File: config.mk
export PLATFORM = sky130hd
export DESIGN_NAME = mem_port_arbiter
export DESIGN_NICKNAME = d
export VERILOG_FILES = /design/src/rtl/arb_pkg.sv /design/src/rtl/mem_port_arbiter.sv
export SDC_FILE = /design/constraint.sdc
export NUM_CORES = 1
export LEC_CHECK = 0
export ABC_AREA = 1
export CAP_MARGIN = 30
export CORE_UTILIZATION = 42
export DETAILED_ROUTE_END_ITERATION = 12
export GPL_ROUTABILITY_DRIVEN = 0
export GPL_TIMING_DRIVEN = 0
export PLACE_DENSITY_LB_ADDON = 0.1
export SKIP_LAST_GASP = 1
export SLEW_MARGIN = 20
export SYNTH_ARGS = -nofsm -noshare
export SYNTH_HDL_FRONTEND = slang
export SYNTH_SLANG_ARGS = --single-unit
File: constraint.sdc
create_clock -name clk -period 1.7 [get_ports clk]
set_input_delay 0.425 -clock clk [delete_from_list [all_inputs] [get_ports clk]]
set_output_delay 0.425 -clock clk [all_outputs]
set_load 0.01 [all_outputs]
File: src/rtl/arb_pkg.sv
`default_nettype none
// ============================================================================
//  Module   : arb_pkg
//  Brief    : Shared encodings for the unified-memory port arbiter: FSM
//             states, access-owner codes and default bus widths.
//  Revision : 1.0 - initial release
// ============================================================================
package arb_pkg;

  localparam int ARB_AW = 16;
  localparam int ARB_DW = 16;

  // Arbiter sequencing states
  typedef enum logic [1:0] {
    IDLE   = 2'd0,
    ACCESS = 2'd1,
    RESP   = 2'd2
  } arb_state_t;

  // Owner of the access currently latched in the command registers
  localparam logic OWN_CORE = 1'b0;
  localparam logic OWN_LDR  = 1'b1;

endpackage : arb_pkg
`default_nettype wire

File: src/rtl/mem_port_arbiter.sv
`default_nettype none
// ============================================================================
//  Module   : mem_port_arbiter
//  Brief    : Shares one single-port fixed-latency memory between the core's
//             fetch/load/store strobes and an external loader/debug port.
//             One access at a time: grant, ACCESS for WAIT_CYCLES+1 cycles,
//             one RESP cycle carrying the owner's completion pulse.
//  Revision : 1.0 - initial release
// ============================================================================
module mem_port_arbiter
  import arb_pkg::*;
#(
  parameter int AW          = ARB_AW,
  parameter int DW          = ARB_DW,
  parameter int WAIT_CYCLES = 1,
  parameter int STARVE_MAX  = 4
) (
  input  logic          clk,
  input  logic          rst_n,
  // core side
  input  logic          core_im_rd,
  input  logic          core_dm_rd,
  input  logic          core_dm_wr,
  input  logic [AW-1:0] core_iaddr,
  input  logic [AW-1:0] core_daddr,
  input  logic [DW-1:0] core_wdata,
  output logic [DW-1:0] core_rdata,
  output logic          core_done,
  output logic          core_stall,
  // loader side
  input  logic          ldr_req,
  input  logic          ldr_we,
  input  logic [AW-1:0] ldr_addr,
  input  logic [DW-1:0] ldr_wdata,
  output logic [DW-1:0] ldr_rdata,
  output logic          ldr_ack,
  // memory side
  output logic          mem_en,
  output logic          mem_we,
  output logic [AW-1:0] mem_addr,
  output logic [DW-1:0] mem_wdata,
  input  logic [DW-1:0] mem_rdata,
  // status
  output logic          err_multi
);

  // Starvation counter must hold STARVE_MAX; keep at least one bit so a
  // zero limit still yields a legal vector.
  localparam int               SW            = (STARVE_MAX < 2) ? 1 : $clog2(STARVE_MAX + 1);
  localparam logic [SW-1:0]    c_starve_max  = SW'(STARVE_MAX);
  localparam logic [3:0]       c_wait_init   = 4'(WAIT_CYCLES);

  arb_state_t    r_state;
  arb_state_t    w_next_state;

  logic          r_owner;
  logic          r_we;
  logic [AW-1:0] r_addr;
  logic [DW-1:0] r_wdata;
  logic [3:0]    r_wait_cnt;
  logic [SW-1:0] r_starve_cnt;
  logic [DW-1:0] r_core_rdata;
  logic [DW-1:0] r_ldr_rdata;
  logic          r_err_multi;

  logic          w_core_req;
  logic          w_ldr_wins;
  logic          w_grant_core;
  logic          w_grant_ldr;
  logic          w_core_we;
  logic [AW-1:0] w_core_addr;
  logic          w_core_multi;
  logic          w_access_last;

  // Core command decode: store beats load beats fetch; data accesses use
  // the ALU address, fetch uses the PC.
  assign w_core_req   = core_im_rd | core_dm_rd | core_dm_wr;
  assign w_core_we    = core_dm_wr;
  assign w_core_addr  = (core_dm_wr | core_dm_rd) ? core_daddr : core_iaddr;
  assign w_core_multi = (core_im_rd & core_dm_rd) | (core_im_rd & core_dm_wr)
                      | (core_dm_rd & core_dm_wr);

  // Core has priority until the loader has waited through STARVE_MAX core
  // grants; an idle core never blocks the loader.
  assign w_ldr_wins    = ldr_req && (r_starve_cnt >= c_starve_max);
  assign w_grant_ldr   = (r_state == IDLE) && (w_ldr_wins || (ldr_req && !w_core_req));
  assign w_grant_core  = (r_state == IDLE) && w_core_req && !w_ldr_wins;
  assign w_access_last = (r_state == ACCESS) && (r_wait_cnt == 4'd0);

  // State register
  always_ff @(posedge clk or negedge rst_n) begin
    if (!rst_n) begin
      r_state <= IDLE;
    end else begin
      r_state <= w_next_state;
    end
  end

  // Next-state logic
  always_comb begin
    w_next_state = r_state;
    case (r_state)
      IDLE:    if (w_grant_core || w_grant_ldr) w_next_state = ACCESS;
      ACCESS:  if (r_wait_cnt == 4'd0)          w_next_state = RESP;
      RESP:    w_next_state = IDLE;
      default: w_next_state = IDLE;
    endcase
  end

  // Latch the winning command at grant so requester operand changes during
  // the access cannot disturb the memory bus.
  always_ff @(posedge clk or negedge rst_n) begin
    if (!rst_n) begin
      r_owner <= OWN_CORE;
      r_we    <= 1'b0;
      r_addr  <= '0;
      r_wdata <= '0;
    end else if (w_grant_ldr) begin
      r_owner <= OWN_LDR;
      r_we    <= ldr_we;
      r_addr  <= ldr_addr;
      r_wdata <= ldr_wdata;
    end else if (w_grant_core) begin
      r_owner <= OWN_CORE;
      r_we    <= w_core_we;
      r_addr  <= w_core_addr;
      r_wdata <= core_wdata;
    end
  end

  // Memory latency counter: loaded at grant, counts down through ACCESS
  always_ff @(posedge clk or negedge rst_n) begin
    if (!rst_n) begin
      r_wait_cnt <= 4'd0;
    end else if (w_grant_core || w_grant_ldr) begin
      r_wait_cnt <= c_wait_init;
    end else if ((r_state == ACCESS) && (r_wait_cnt != 4'd0)) begin
      r_wait_cnt <= r_wait_cnt - 4'd1;
    end
  end

  // Capture read data into the owner's register on the last ACCESS cycle
  always_ff @(posedge clk or negedge rst_n) begin
    if (!rst_n) begin
      r_core_rdata <= '0;
      r_ldr_rdata  <= '0;
    end else if (w_access_last && !r_we) begin
      if (r_owner == OWN_LDR) begin
        r_ldr_rdata  <= mem_rdata;
      end else begin
        r_core_rdata <= mem_rdata;
      end
    end
  end

  // Count core grants the loader has sat through; any idle loader cycle or
  // loader grant restarts the count.
  always_ff @(posedge clk or negedge rst_n) begin
    if (!rst_n) begin
      r_starve_cnt <= '0;
    end else if (!ldr_req || w_grant_ldr) begin
      r_starve_cnt <= '0;
    end else if (w_grant_core && (r_starve_cnt < c_starve_max)) begin
      r_starve_cnt <= r_starve_cnt + 1'b1;
    end
  end

  // Sticky flag for overlapping core strobes seen at a grant
  always_ff @(posedge clk or negedge rst_n) begin
    if (!rst_n) begin
      r_err_multi <= 1'b0;
    end else if (w_grant_core && w_core_multi) begin
      r_err_multi <= 1'b1;
    end
  end

  assign mem_en     = (r_state == ACCESS);
  assign mem_we     = mem_en && r_we;
  assign mem_addr   = r_addr;
  assign mem_wdata  = r_wdata;
  assign core_done  = (r_state == RESP) && (r_owner == OWN_CORE);
  assign ldr_ack    = (r_state == RESP) && (r_owner == OWN_LDR);
  assign core_stall = w_core_req && !core_done;
  assign core_rdata = r_core_rdata;
  assign ldr_rdata  = r_ldr_rdata;
  assign err_multi  = r_err_multi;

endmodule : mem_port_arbiter
`default_nettype wire

==> metrics.txt, run 1 <==
outcome finished with violations; failing checks negative setup slack; vias in the first global route roughly 3700; count of final hold-check violations 0; Final #Nets between 700 and 800; setup violators final 1; CTS clk-pin slew, worst paths about 0.070 ns; Setup CP Type in2out; fin crit share 1.01; final std cells w/o fill around 790; final critical-path setup slack -0.0119 ns; most common cell after layout, fill and taps aside nand2_1; Place WS -0.646 ns; shortest period the worst path allows 1.71 ns; grt total ovfl 0; largest net degree at the start of global routing 47; remaining antenna violation count 0; startpoint types input pin; Num CTS Buffers 9; CP max stage delay around 0.47 ns; layout cell share with drive strength beyond 1 0.0993; Wirelength per Cell 14.1 microns; crit path cell chain clkdlybuf4s50_1 > inv_1 > nand2_4 > o21ai_2 > inv_1 > buf_2; Synth top area share 0.499; cell mode on critical path inv_1; Core Region 8760 sq um; Worst path slowest cell clkdlybuf4s50_1; HP Class in2async; CP endpoint kind primary output; worst-margin pin slew 0.449 ns; max-cap violations 0; worst hold slack 0.00841 ns; Leak Pwr 3.41 nW; clock tree sinks 76; WP data required between 1 and 1.5 ns; Max transition margin 0.701; pwr dens 1460 nW/um^2; Overall Global Routing Usage 0.242; unrepaired setup endpoints after global routing yes; leading area contributor after synthesis dfrtp_1; Area growth, synth to finish 58.9%; post-synthesis cell type count 21; cells after synthesis 488; Synth Net Count just under 600; Yosys warning total 0; fin. max-slew vios 0; CP Max Fanout 3; Final Skew 0.0134 ns; die area 9460 sq um; I/O pin count 173; Std-Cell Rows 34; Max Clock Freq 584 MHz; Worst-Skew Late Latency 0.35 ns; commonest non-fill, non-tap cells in the layout nand2_1 (169), clkdlybuf4s50_1 (118), dfrtp_1 (76); Mean Syn Cell Area about 7.8 sq um; H-Tree Depth 3; root buffer cell clkbuf_8; Critical Path AT around 1.3 ns; Power Total 8.87 mW; Antenna diodes 0; peak supply drop about 0.9 mV; IO Port Bufs 172; dominant cells by area after synthesis dfrtp_1 (50%), nand2_1 (17%), inv_1 (6.6%); register bit total from synthesis 76; via count 3860; Routed WL between 10 and 15 mm; Post-route DRC 0; routed vias/inst between 4 and 5; global-route wire length before repair 18.5 mm; Clock Path Buffers 2; placed insts 769; Die Height between 90 and 100 microns; Die W 97.3 microns; Initial DRT Pass Iterations 4; mapped cell area 3810 sq um; hold_buf cts 0; initial antenna violation count 0; CTS tree built; post-synthesis sequential area ratio 0.499; final core occ 0.691; Initial Util 0.435; Initial DRC Count 145; detailed placement HPWL between 8 and 9 mm
power by group:
part / switching [mW] / internal (mW) / total, mW
Clock: 0.664 / 0.672 / 1.34
Sequential: 0.452 / 2.67 / 3.12
Combinational: 2.24 / 2.16 / 4.41
Total: 3.36 / 5.51 / 8.87
critical path, delay by kind of cell:
kind,cells,cell delay [ns]
buffers and inverters,4,0.71
AND/OR/NAND/NOR,1,0.09
AO/OA/AOI/OAI,1,0.06
state kept, by name, indices dropped and copies added (netlist names):
register and flops:
core_rdata 16, ldr_rdata 16, mem_addr 16, mem_wdata 16, r_wait_cnt 4, r_starve_cnt 3
r_state 2, err_multi 1, r_owner 1, r_we 1
synth_stat cells:
| master | instances |
|---|---|
| o21ai_1 | 8 |
| inv_2 | 2 |
| o21ai_0 | 45 |
| or2_2 | 1 |
| buf_6 | 3 |
| nor2_4 | 2 |
| clkbuf_1 | 7 |
| nand2_1 | 169 |
| nand2_2 | 2 |
| inv_1 | 67 |
| nand3b_1 | 32 |
| buf_2 | 15 |
| ha_1 | 3 |
| nand3_1 | 40 |
| o31ai_1 | 1 |
| a21oi_1 | 2 |
| nor2_1 | 7 |
| nand4_1 | 2 |
| nor2_2 | 1 |
| nand2_4 | 3 |
| dfrtp_1 | 76 |
stage by stage:
| stage | instance area (sq um) | setup TNS [ns] |
|---|---|---|
| after floorplan | 3810 | 0 |
| after global placement | 5670 | -204.73 |
| after detailed placement | 5690 | -16.91 |
| after CTS | 5890 | -0.231 |
| after global routing | 6060 | -0.160 |
| final | 6060 | -0.0119 |
timing repair:
item	CTS	global route
pin swaps	2	3
resized for setup	19	66
buffers inserted	1	8
hold endpoints to repair	0	0
setup endpoints to repair	58	111
cloned	0	0
worst paths after layout:
path                                            from                          to  slack, ns  depth (start not counted)
max                                       core_im_rd                  core_stall      -0.01                          6
min in group clk             mem_addr[5]$_DFFE_PN0P_     mem_addr[5]$_DFFE_PN0P_       0.47                          2
min reg2reg                  mem_addr[5]$_DFFE_PN0P_     mem_addr[5]$_DFFE_PN0P_       0.47                          2
min                                            rst_n    mem_addr[10]$_DFFE_PN0P_      0.008                          1
max in group asynchronous                      rst_n   mem_wdata[11]$_DFFE_PN0P_       1.12                          2
max reg2reg                r_wait_cnt[0]$_DFFE_PN0P_  core_rdata[11]$_DFFE_PN0P_       0.11                          7
per-layer routing:
layer / up-vias / track usage / part of all wire
met5: - / 0 / 0
met4: 0 / 0.0781 / 0.020
met3: 19 / 0.0317 / 0.053
met2: 127 / 0.393 / 0.49
met1: 1811 / 0.339 / 0.44
li1: 1903 / - / -
area by class of cell:
class	instances	area (sq um)
Fill cell	707	2710
Multi-Input combinational cell	318	1530
Tap cell	108	135
Clock buffer	9	124
Buffer	25	151
Clock inverter	6	65.1
Timing Repair Buffer	182	1890
Sequential cell	76	1900
Inverter	69	259
logic make-up after synthesis:
logic type                 share of synthesized area
buffers and inverters                          0.103
and+or+nand+nor                                0.314
AOI/OAI and AO/OA                             0.0742
adders and majority gates                    0.00985
DFF                                            0.499
(Power assumes the default switching activity.)
==> run 2, diff against run 1 <==
--- a/config.mk
+++ b/config.mk
@@ -6,6 +6,7 @@
 export NUM_CORES = 1
 export LEC_CHECK = 0
 export ABC_AREA = 1
+export ABC_CLOCK_PERIOD_IN_PS = 1700
 export CAP_MARGIN = 30
 export CORE_UTILIZATION = 42
 export DETAILED_ROUTE_END_ITERATION = 12
@@ -13,7 +14,7 @@
 export GPL_TIMING_DRIVEN = 0
 export PLACE_DENSITY_LB_ADDON = 0.1
 export SKIP_LAST_GASP = 1
-export SLEW_MARGIN = 20
+export SLEW_MARGIN = 15
 export SYNTH_ARGS = -nofsm -noshare
 export SYNTH_HDL_FRONTEND = slang
 export SYNTH_SLANG_ARGS = --single-unit
==> results of run 2 <==
Same layout as run 1: the final DEF is identical, and so are final timing and power.
==> run 3, diff against run 2 <==
--- a/config.mk
+++ b/config.mk
@@ -5,14 +5,13 @@
 export SDC_FILE = /design/constraint.sdc
 export NUM_CORES = 1
 export LEC_CHECK = 0
-export ABC_AREA = 1
 export ABC_CLOCK_PERIOD_IN_PS = 1700
-export CAP_MARGIN = 30
-export CORE_UTILIZATION = 42
+export CORE_UTILIZATION = 41
 export DETAILED_ROUTE_END_ITERATION = 12
 export GPL_ROUTABILITY_DRIVEN = 0
 export GPL_TIMING_DRIVEN = 0
 export PLACE_DENSITY_LB_ADDON = 0.1
+export RECOVER_POWER = 25
 export SKIP_LAST_GASP = 1
 export SLEW_MARGIN = 15
 export SYNTH_ARGS = -nofsm -noshare
==> run 3 against run 2 <==
Against the previous run:
- the flow still finishes with violations (negative setup slack)
- sequential share of layout area shrank 0.95 points
- utilization up 6.2 points
- maximum frequency is 14% lower
- sequential power grew 2%
- cell count is 19% lower
- clock skew is 0.0012 ns lower
- sequential cell count is the same
- clock power grew 25%
- final area rose by 3.3%
- combinational power up 23%
- via count decreased by 15%
- synthesized cell count fell by 34%
- highest routed layer unchanged
==> metrics.txt, run 3 <==
Placement Cell Area 5430 sq um; fin. max-slew vios 0; complex-gate fraction of the synthesized area 0.126; largest family of logic cells by synthesized area multiplexers; Yosys warning total 0; commonest non-fill, non-tap cells in the layout clkdlybuf4s50_1 (113), dfrtp_1 (74), nand2_1 (38); pwr dens 1650 nW/um^2; Max transition margin 0.463; CTS tree built; Mean Syn Cell Area 11.0 sq um; Post-synth top cells dfrtp_1 (76), nand2_1 (39), o21ai_0 (31); Num CTS Buffers 9; setup violators final 45; die area between 9000 and 10000 sq um; Synth Flop Type dfrtp_1; Std-Cell Rows 33; outcome finished with violations; CP endpoint kind register; layout cell share with drive strength beyond 1 0.246; fin crit share 1.17; Leak Pwr 3.05 nW; remaining antenna violation count 0; final critical-path setup slack -0.291 ns; simple-gate share of the synthesized area 0.126; crit path to ldr_rdata[14]$_DFFE_PN0P_; Wirelength per Cell 17.1 microns; most common cell after layout, fill and taps aside clkdlybuf4s50_1; max-cap violations 0; Die Height roughly 95 microns; IO Port Bufs 172; Antenna diodes 0; Post-Layout Inst Area 6250 sq um; peak supply drop roughly 0.68 mV; Overall Global Routing Usage 0.244; failing checks negative setup slack; mapped cell area around 3600 sq um; post-synthesis sequential area ratio 0.535; Max Clock Freq about 500 MHz; Reg2Reg Depth 9; adder-cell area share of the yosys netlist 0.0134; CP max stage delay 0.40 ns; Core Region around 8300 sq um; largest net degree at the start of global routing 45; initial antenna violation count 0; cells after synthesis 322; Synth Net Count about 430; count of final hold-check violations 0; vias in the first global route about 3300; shortest period the worst path allows about 2 ns; routed vias/inst 5.10; final std cells w/o fill roughly 650; Final Skew between 0.01 and 0.015 ns; Multi-input gate area 1710 sq um; Clock Path Buffers 2; leading area contributor after synthesis dfrtp_1; Fin Setup TNS -9.20 ns; Critical Path AT 2.22 ns; register bit total from synthesis 76; Worst-Skew Late Latency 0.35 ns; Post-synth EDFFs 0; Area growth, synth to finish 76.0%; worst hold slack approximately 0.15 ns; r2r setup slk -0.29 ns; Synth Area in XOR/XNOR 0.00740; startpoint types register; Reg area 1900 sq um; CTS clk-pin slew, worst paths 0.08 ns; Worst path slowest cell dfrtp_1; root buffer cell clkbuf_8; FF-to-FF Start r_wait_cnt[1]$_DFFE_PN0P_; async set-reset flop share out of synthesis 1.00; via count 3289; worst reg2reg endpoint ldr_rdata[14]$_DFFE_PN0P_; placed insts 600; Initial DRT Pass Iterations 4; clock tree sinks 76; CP Max Fanout 10; hold_buf cts 0; most common cell in the netlist dfrtp_1; grt total ovfl 0; I/O pin count 173; Routed WL 11.0 mm; Fill cells 582; WP data required approximately 1.9 ns; H-Tree Depth 3; Post-route DRC 0; unrepaired setup endpoints after global routing yes; global-route wire length before repair 16.5 mm; cell mode on critical path buf_6; HP Class in2async; post-synthesis mux area share 0.154; dominant cells by area after synthesis dfrtp_1 (54%), mux2_2 (7.0%), o21ai_0 (4.4%); CP startpoint r_wait_cnt[1]$_DFFE_PN0P_; Initial Util 0.428; Setup CP Type reg2reg; crit path cell chain inv_2 > ha_4 > or3b_1 > buf_6 > buf_12 > nor3_4 > nand2_2 > buf_6 > mux2_2; Final #Nets 641; worst-margin pin slew 0.805 ns; detailed placement HPWL 7.48 mm; Die W ~95 microns; Initial DRC Count 104; Synth top area share 0.535; post-synthesis cell type count 40
## run 3: cell types whose count changed after synthesis, sizes merged, moves of 15 or more
cell / change
nand2: -134
mux2: +32
a21oi: +15
mux2i: +15
o21ai: -21
inv: -63
nand3b: -32
nand3: -35
nor3: +16
## run 3: routing by layer
layer | global-route usage | vias to the layer above | wire (microns)
met2 | 0.418 | 129 | 5700
met5 | 0 | - | 0
met3 | 0.0702 | 18 | 780
li1 | - | 1558 | -
met4 | 0.110 | 0 | 236
met1 | 0.281 | 1584 | 4300
## run 3: worst min-delay path by stage
stage | slack (ns) | to | cells past startpoint
2_1_floorplan | 0.13 | core_rdata[0]$_DFFE_PN0P_ | 0
3_3_place_gp | 0.44 | err_multi$_DFFE_PN0P_ | 1
3_5_place_dp | 0.40 | r_wait_cnt[3]$_DFFE_PN0P_ | 1
4_1_cts | 0.02 | ldr_rdata[7]$_DFFE_PN0P_ | 1
5_1_grt | 0.22 | r_wait_cnt[3]$_DFFE_PN0P_ | 1
6_report | 0.15 | r_wait_cnt[3]$_DFFE_PN0P_ | 1
## run 3: cell type report
class / instances / share of cell area
timing repair buffer: 204 / 0.335
sequential: 76 / 0.305
multi-input combinational: 221 / 0.273
buffer: 17 / 0.0234
tap: 105 / 0.0210
clock buffer: 10 / 0.0204
clock inverter: 6 / 0.0178
inverter: 6 / 0.00440
## run 3: stage by stage
step	setup slack (ns)	util	power, mW
floorplan	-0.316	-	5.33
global placement	-2.53	0.651	7.61
detailed placement	-0.804	0.654	7.73
CTS	-0.293	0.720	9.92
global route	-0.341	0.754	10.9
finish	-0.291	0.754	10.3
## run 3: cell families (layout without fill, tap and decap cells)
| group | Yosys count | count (layout) |
|---|---|---|
| simple gates | 94 | 94 |
| fa+ha+maj | 4 | 4 |
| buf+inv | 25 | 243 |
| mux | 47 | 47 |
| flops | 76 | 76 |
| xor+xnor | 3 | 3 |
| compound gates | 73 | 73 |
## run 3: worst max-delay path: cells and delay by family, from the launching register on
| family | cells | cell delay [ns] |
|---|---|---|
| simple gates | 3 | 0.57 |
| buf+inv | 4 | 0.52 |
| flops | 1 | 0.40 |
| mux | 1 | 0.27 |
| fa+ha+maj | 1 | 0.12 |
## run 3: timing repair
action                                  4_1_cts  5_1_grt
cloned                                        2        1
pin swaps                                     8       34
buffers inserted                             21        7
endpoints found under the setup margin       90      108
gates resized for setup                      81       91
## run 3: where the power goes
group | internal, mW | leakage, nW | switching [mW]
Sequential | 2.68 | 0.913 | 0.494
Combinational | 3.14 | 2.02 | 2.30
Clock | 0.979 | 0.117 | 0.694
